===== src/rtl/gb_irq_pkg.sv =====
// ============================================================================
// Module   : gb_irq_pkg
// Brief    : Shared defaults, source indices and FSM encoding for irq_controller.
// Revision : 1.0
// ============================================================================
`default_nettype none

package gb_irq_pkg;

  localparam logic [15:0] DEF_IF_ADDR       = 16'hFF0F;
  localparam logic [15:0] DEF_IE_ADDR       = 16'hFFFF;
  localparam logic [7:0]  DEF_VECTOR_BASE   = 8'h40;
  localparam logic [7:0]  DEF_VECTOR_STRIDE = 8'h08;
  localparam logic [7:0]  DEF_SPURIOUS_VEC  = 8'h00;

  localparam int IRQ_VBLANK = 0;
  localparam int IRQ_LCDC   = 1;
  localparam int IRQ_TIMER  = 2;
  localparam int IRQ_SERIAL = 3;
  localparam int IRQ_JOYPAD = 4;

  localparam int             ST_W      = 2;
  localparam logic [ST_W-1:0] ST_IDLE   = 2'd0;
  localparam logic [ST_W-1:0] ST_VECTOR = 2'd1;
  localparam logic [ST_W-1:0] ST_ACK    = 2'd2;

  // Index width that stays legal for a single-source build.
  function automatic int idx_width(input int n);
    return (n > 1) ? $clog2(n) : 1;
  endfunction

endpackage

`default_nettype wire


===== src/rtl/irq_prio_enc.sv =====
// ============================================================================
// Module   : irq_prio_enc
// Brief    : Combinational fixed-priority encoder, lowest set index wins.
// Revision : 1.0
// ============================================================================
`default_nettype none

module irq_prio_enc #(
  parameter int WIDTH = 5,
  parameter int IDX_W = 3
) (
  input  logic [WIDTH-1:0] req_i,
  output logic             valid_o,
  output logic [IDX_W-1:0] index_o
);

  always_comb begin
    valid_o = |req_i;
    index_o = '0;
    for (int i = WIDTH - 1; i >= 0; i--) begin
      if (req_i[i]) index_o = IDX_W'(i);
    end
  end

endmodule

`default_nettype wire


===== src/rtl/irq_controller.sv =====
// ============================================================================
// Module   : irq_controller
// Brief    : IF/IE register file with edge/level capture and INTA vectoring FSM.
// Revision : 1.0
// ============================================================================
`default_nettype none

module irq_controller
  import gb_irq_pkg::*;
#(
  parameter int                 NUM_IRQ       = 5,
  parameter logic [NUM_IRQ-1:0] EDGE_MASK     = {NUM_IRQ{1'b1}},
  parameter logic [15:0]        IF_ADDR       = DEF_IF_ADDR,
  parameter logic [15:0]        IE_ADDR       = DEF_IE_ADDR,
  parameter logic [7:0]         VECTOR_BASE   = DEF_VECTOR_BASE,
  parameter logic [7:0]         VECTOR_STRIDE = DEF_VECTOR_STRIDE,
  parameter logic [7:0]         SPURIOUS_VEC  = DEF_SPURIOUS_VEC
) (
  input  logic               clock,
  input  logic               reset,
  input  logic               cs,
  input  logic [15:0]        A,
  input  logic [7:0]         Di,
  output logic [7:0]         Do,
  input  logic               rd_n,
  input  logic               wr_n,
  input  logic               m1_n,
  input  logic               iorq_n,
  input  logic [NUM_IRQ-1:0] int_req,
  output logic [NUM_IRQ-1:0] int_ack,
  output logic               int_n,
  output logic [7:0]         jump_addr
);

  localparam int IDX_W = idx_width(NUM_IRQ);

  logic [NUM_IRQ-1:0] if_q, if_d;
  logic [7:0]         ie_q, ie_d;
  logic [NUM_IRQ-1:0] req_prev_q;
  logic               int_n_q;
  logic [ST_W-1:0]    state_q, state_d;
  logic [7:0]         jump_q, jump_d;
  logic [IDX_W-1:0]   win_q, win_d;
  logic               valid_q, valid_d;

  logic [NUM_IRQ-1:0] w_set;
  logic [NUM_IRQ-1:0] w_pending;
  logic [NUM_IRQ-1:0] w_ack_vec;
  logic               w_ack_fire;
  logic               w_inta;
  logic               w_wr_if;
  logic               w_wr_ie;
  logic               w_enc_valid;
  logic [IDX_W-1:0]   w_enc_idx;

  assign w_inta    = ~m1_n & ~iorq_n;
  assign w_wr_if   = cs & ~wr_n & (A == IF_ADDR);
  assign w_wr_ie   = cs & ~wr_n & (A == IE_ADDR);
  assign w_set     = (int_req & ~req_prev_q & EDGE_MASK) | (int_req & ~EDGE_MASK);
  assign w_pending = if_q & ie_q[NUM_IRQ-1:0];

  irq_prio_enc #(
    .WIDTH (NUM_IRQ),
    .IDX_W (IDX_W)
  ) u_prio_enc (
    .req_i   (w_pending),
    .valid_o (w_enc_valid),
    .index_o (w_enc_idx)
  );

  // Later assignments win: hardware set overrides ack clear overrides CPU write.
  always_comb begin
    if_d = if_q;
    if (w_wr_if) if_d = Di[NUM_IRQ-1:0];
    if_d = if_d & ~w_ack_vec;
    if_d = if_d | w_set;
  end

  always_comb begin
    ie_d = ie_q;
    if (w_wr_ie) ie_d = Di;
  end

  always_ff @(posedge clock or posedge reset) begin
    if (reset) begin
      if_q       <= '0;
      ie_q       <= '0;
      req_prev_q <= '0;
      int_n_q    <= 1'b1;
    end else begin
      if_q       <= if_d;
      ie_q       <= ie_d;
      req_prev_q <= int_req;
      int_n_q    <= ~|w_pending;
    end
  end

  always_comb begin
    Do = 8'hFF;
    if (cs && !rd_n) begin
      if (A == IF_ADDR)      Do[NUM_IRQ-1:0] = if_q;
      else if (A == IE_ADDR) Do              = ie_q;
    end
  end

  always_ff @(posedge clock or posedge reset) begin
    if (reset) state_q <= ST_IDLE;
    else       state_q <= state_d;
  end

  always_comb begin
    state_d = state_q;
    case (state_q)
      ST_IDLE:   if (w_inta)  state_d = ST_VECTOR;
      ST_VECTOR: if (!w_inta) state_d = ST_ACK;
      ST_ACK:                 state_d = ST_IDLE;
      default:                state_d = ST_IDLE;
    endcase
  end

  always_comb begin
    w_ack_fire = (state_q == ST_ACK) && valid_q;
    w_ack_vec  = '0;
    for (int i = 0; i < NUM_IRQ; i++) begin
      w_ack_vec[i] = w_ack_fire && (win_q == IDX_W'(i));
    end
  end

  // The vector is captured only on INTA entry so it stays stable for the whole cycle.
  always_comb begin
    jump_d  = jump_q;
    win_d   = win_q;
    valid_d = valid_q;
    if (state_q == ST_IDLE && w_inta) begin
      win_d   = w_enc_idx;
      valid_d = w_enc_valid;
      jump_d  = w_enc_valid ? VECTOR_BASE + 8'(w_enc_idx) * VECTOR_STRIDE : SPURIOUS_VEC;
    end
  end

  always_ff @(posedge clock or posedge reset) begin
    if (reset) begin
      jump_q  <= SPURIOUS_VEC;
      win_q   <= '0;
      valid_q <= 1'b0;
    end else begin
      jump_q  <= jump_d;
      win_q   <= win_d;
      valid_q <= valid_d;
    end
  end

  assign int_ack   = w_ack_vec;
  assign int_n     = int_n_q;
  assign jump_addr = jump_q;

endmodule

`default_nettype wire


===== config.mk =====
export PLATFORM = sky130hd
export DESIGN_NAME = irq_controller
export DESIGN_NICKNAME = d
export VERILOG_FILES = /design/src/rtl/gb_irq_pkg.sv /design/src/rtl/irq_prio_enc.sv /design/src/rtl/irq_controller.sv
export SDC_FILE = /design/constraint.sdc
export NUM_CORES = 1
export LEC_CHECK = 0
export ABC_CLOCK_PERIOD_IN_PS = 1700
export CORE_UTILIZATION = 37
export CTS_BUF_LIST = sky130_fd_sc_hd__clkbuf_16
export CTS_CLUSTER_SIZE = 40
export DETAILED_ROUTE_END_ITERATION = 16
export PLACE_DENSITY_LB_ADDON = 0.2
export SETUP_SLACK_MARGIN = 0.4
export SYNTH_ARGS = -nofsm -noshare
export SYNTH_HDL_FRONTEND = slang
export SYNTH_SLANG_ARGS = --single-unit
export TNS_END_PERCENT = 1

===== constraint.sdc =====
create_clock -name clock -period 1.7 [get_ports clock]
set_clock_uncertainty 0.05 [all_clocks]
set_input_delay 0.34 -clock clock [delete_from_list [all_inputs] [get_ports clock]]
set_output_delay 0.34 -clock clock [all_outputs]
set_load 0.02 [all_outputs]

After elaboration in Yosys (flattened, before gate mapping)
Index checks and enable logic that the tools add are counted.
{"block": "totals", "ff_bits": 33, "input_bits": 36, "out_inout_bits": 22, "word_cells": 60}
{"block": "classes", "add_sub_neg": 1, "eq_ne": 10, "muxes": 14, "n_bitwise": 13, "n_reduce_logical": 14}
{"op": "equality test 16 bit, second input constant", "count": 2}
{"op": "2-to-1 mux 8 bit", "count": 3}
{"op": "2-to-1 mux 3 bit", "count": 6}
{"op": "bitwise AND 5 bit", "count": 3}
{"op": "2-to-1 mux 5 bit", "count": 2}
{"op": "inverter 5 bit", "count": 2}
{"op": "adder 7 x 6 -> 8 bit, first input constant", "count": 1}
{"op": "logical AND 1 bit", "count": 8}
{"op": "equality test 3 x 2 -> 1 bit, second input constant", "count": 2}
{"op": "bitwise OR 5 bit", "count": 1}
{"op": "OR reduction 5 bit", "count": 1}
{"op": "bitwise AND 1 bit", "count": 4}
{"op": "2-to-1 mux 2 bit", "count": 2}
{"op": "!= test 2 bit, second input constant", "count": 2}
{"op": "case mux 2 bit (2 select lines)", "count": 1}
{"op": "equality test 3 x 1 -> 1 bit, second input constant", "count": 1}
{"op": "equality test 3 bit, second input constant", "count": 1}
{"op": "zero test 3 bit", "count": 1}
{"op": "inverter 1 bit", "count": 3}
{"op": "equality test 2 x 1 -> 1 bit, second input constant", "count": 1}
{"op": "equality test 2 bit, second input constant", "count": 1}
{"op": "zero test 1 bit", "count": 2}
{"op": "zero test 2 bit", "count": 1}
{"op": "AND reduction 2 bit", "count": 1}

Logic depth before layout (Yosys ltp)
{"block": "logic_depth", "ltp_word": 8, "mapped_depth": 5, "depth_no_buf": 4}

Hierarchy
Synthesis repeated with hierarchy kept, for this count alone.
{"block": "hier_totals", "cells_unflattened": 137, "area_unflattened_um2": 1428.9}
{"module": "irq_controller", "n_inst": 1, "cells_each": 129, "area_each_um2": 1380.1, "seq_area_each_um2": 701.9}
{"module": "irq_prio_enc", "n_inst": 1, "cells_each": 8, "area_each_um2": 48.8, "seq_area_each_um2": 0.0}

Worst setup path after synthesis
Ideal clock, no wire load.
{"block": "synth_path", "kind": "input port to output port", "startpoint": "in A[4]", "endpoint": "out Do[0]", "arrival_time_ns": 1.489, "required_time_ns": 1.310, "path_slack_ns": -0.179, "path_stages": 4, "n_path_buf": 0, "path_cell_list": "or4_4 nor3_4 nand2_2 o22a_1"}
{"block": "synth_via", "elab_chain_cells": 4, "elab_cells_between_ends": 5, "classes_between": "eq/ne: 2; mux: 3"}
{"element": "start: declaration", "line_no": "irq_controller.sv:22", "rtl": "input logic [15:0] A,"}
{"element": "equality test 16 bit", "line_no": "irq_controller.sv:102", "rtl": "else if (A == IE_ADDR) Do = ie_q;"}
{"element": "2-to-1 mux 8 bit", "line_no": "irq_controller.sv:102"}
{"element": "2-to-1 mux 5 bit (*)", "line_no": "irq_controller.sv:101", "rtl": "if (A == IF_ADDR) Do[NUM_IRQ-1:0] = if_q;"}
{"element": "2-to-1 mux 8 bit (*)", "line_no": "irq_controller.sv:100", "rtl": "if (cs && !rd_n) begin"}
{"element": "end: declaration", "line_no": "irq_controller.sv:24", "rtl": "output logic [7:0] Do,"}
Mark *: on every way between the ends. The rest lies on a longest branch, timed or not.

Worst setup path in the final report
{"block": "layout_path", "startpoint": "in A[5]", "endpoint": "out Do[3]"}
The elaborated chain is that of the path after synthesis.

==> out/qor.txt <==
Ys async rst share -> 100%
Synth top area cells -> dfrtp_1 51%, mux2_2 6.8%, nand4_1 4.2%
Total gr overflow -> 0
FF+latch count, synth -> 28
Kind of end point of the critical path -> output pin
Vias in the first global route -> 1315
Routed wire per std cell -> 16.1 um
Final WS setup -> -0.308 ns
Cell Chain, Critical Path -> buf_6 > or4_4 > nor3_4 > nand2_4 > o22a_1 > buf_6
GP Congestion -> 0.796
Critical path arrival -> 1.62 ns
Max Slew Vio Count -> 0
Status -> finished with violations
Total GRT Usage -> 23.0%
Max VDD drop -> 357 uV
Most frequent cell after synthesis -> dfrtp_1
ANT nets after route -> 0
CTS tree -> done
H-tree Lvls -> 1
N_diodes -> 0
CTS Buf Count -> 3
Crit path required time -> 1.31 ns
Sequential cell area -> 703 um2
Initial Utilization -> 39.1%
Util after Layout -> 69.6%
Worst-path maximum fanout -> 5
Boundary Pins -> 58
Largest stage delay, worst path -> 0.53 ns
Final setup vio count -> 26
Multi-input gate area -> 662 um2
# DRC -> 0
Commonest cells in the netlist -> 27 x dfrtp_1, 11 x inv_1, 10 x nand2_1
Filler cells -> 238
Die Footprint -> 3820 um2
Fmax -> 0.498 GHz
Sequential area share after synthesis -> 53.0%
P per Cell Area -> 646 nW/um2
First-pass GRT wire length -> 6.14 mm
RSZ-0062 raised after global routing -> yes
Crit-path slowest cell -> or4_4
DR vias -> 1304
Final instance area -> 2360 um2
Total Wirelength -> 4.15 mm
Top cell type's share of synthesized area -> 51.0%
Worst Hold Class -> primary input to asynchronous set/reset pin
Number of clock sinks -> 28
Tcrit/Tclk final -> 118%
Worst path bufs/invs -> 2
Die H -> 61.8 um
Clk_lat worst skew -> 0.26 ns
Post-route setup TNS -> -5.53 ns
Dpl cells -> 242
Dominant cell type by area after synthesis -> dfrtp_1
Syn Inst Count -> 119
Hold Fails Final Rpt -> 0
EDFF count, synth -> 0
Synth Cell Area -> 1330 um2
Failing checks -> setup timing
DP HPWL -> 2.76 mm
Starting DRT DRC Count -> 82
Worst-case clock buffer depth -> 2
Initial antenna violation count -> 0
Pin count of the biggest net entering global routing -> 29
Vias/cell -> 5.07
Site Rows -> 21
Clk slew on worst S/H paths -> 0.07 ns
Max-Cap Viols -> 0
DR pass1 iterations -> 4
Leakage -> 1.20 nW
Most used flip-flop cell after synthesis -> dfrtp_1
Chip width -> 61.8 um
CP Class -> primary input to output pin
Final Net Count -> 248
Synth Warn # -> 0
Cell Count, Final, Fillers Out -> 257
Pre-CTS setup slack -> -1.04 ns
Avg Cell Area, Syn -> 11.1 um2
Fin crit period -> 2.01 ns
Placed Instance Area -> 2090 um2
CTS root buf -> clkbuf_16
Largest delay share family, worst path -> simple AND/OR/NAND/NOR gates
Share of cells above drive strength 1 -> 47.4%
PortBufs -> 53
Area growth, synth to finish -> 78.0%
Most numerous cell on the critical path -> buf_6
Core area -> 3390 um2
Startpoint Class -> primary input
Yosys cell types -> 31
-- through the flow --
stage / power [W] / hold WS (ns)
detailed placement: 0.000832 / 0.416
global route: 0.00157 / 0.433
global placement: 0.000827 / 0.408
finish: 0.00152 / 0.391
floorplan: 0.000731 / 0.321
CTS: 0.00152 / 0.410
-- state kept, by name, indices dropped and copies added, names as in the netlist --
signal / count
state_q: 2
ie_q: 8
jump_addr: 4
int_n: 1
req_prev_q: 5
win_q: 3
if_q: 5
-- power by group --
group          internal (W)  switching [W]  total, W
sequential         0.000675     0.00000582  0.000681
combinational     0.0000830      0.0000601  0.000143
clock              0.000469       0.000231  0.000700
total               0.00123       0.000297   0.00152
-- area by class of cell --
class	count	area share, %
well taps	46	2.44
clock buffers	3	3.18
multi-input cells	77	28.1
inverters	11	1.75
flip-flops and latches	28	29.8
clock inverters	1	1.27
repair buffers	91	33.5
-- final timing paths --
| path | from | depth (start not counted) | endpoint | slack [ns] |
|---|---|---|---|---|
| setup reg to reg | state_q[0]$_DFFE_PP0P_ | 6 | if_q[1]$_DFF_PP0_ | 0.08 |
| hold / removal | reset | 3 | if_q[3]$_DFF_PP0_ | 0.39 |
| min in group clock | req_prev_q[4]$_DFF_PP0_ | 1 | if_q[4]$_DFF_PP0_ | 0.42 |
| hold reg to reg | req_prev_q[4]$_DFF_PP0_ | 1 | if_q[4]$_DFF_PP0_ | 0.42 |
| max in group asynchronous | reset | 3 | int_n$_DFF_PP1_ | 0.91 |
| setup / recovery | A[5] | 6 | Do[3] | -0.31 |
-- cells by family (layout without fill, tap and decap cells) --
family | after synthesis | after routing | synth area share, %
AO/OA/AOI/OAI | 22 | 22 | 13.1
buffers and inverters | 17 | 106 | 6.23
flip-flops | 28 | 28 | 53.0
multiplexers | 8 | 8 | 6.80
other | 1 | 4 | 0.283
AND/OR/NAND/NOR | 43 | 43 | 20.6
-- tightest hold or removal path, cell delays in order --
cell             delay, ns
clkdlybuf4s50_1       0.40
inv_1                 0.05
buf_4                 0.33
-- per-layer routing --
layer  global-route usage (%)  vias up  share of wire, %
met4                     12.1        0               3.4
met2                     39.6       39                51
met3                     3.31       12               4.5
li1                         -      616                 -
met5                        0        -                 0
met1                     28.0      637                41
-- placed cells by master (no fill, tap or decap), types with 2 or more instances in the layout --
master and count:
a21o_1 6, a22oi_1 2, buf_2 10, buf_4 32
buf_6 19, clkbuf_16 3, clkbuf_2 2, clkdlybuf4s50_1 17
conb_1 4, dfrtp_1 26, dlygate4sd2_1 8, dlymetal6s2s_1 2
inv_1 9, inv_2 2, mux2_2 8, nand2_1 9
nand3b_1 3, nand4_1 9, nor3_2 2, nor3b_4 2
o221ai_1 3, o221ai_2 2, o22a_1 5, or2_2 3
-- timing repair --
| action | 4_1_cts | 5_1_grt |
|---|---|---|
| setup endpoints to repair | 38 | 38 |
| gates resized for setup | 135 | 23 |
| pin swaps | 17 | 9 |
| hold buffers | 0 | 0 |
| setup buffers | 10 | 1 |
| hold endpoints to repair | 0 | 0 |
| cloned | 0 | 0 |
Note: power is estimated with default switching activity, not from simulation.
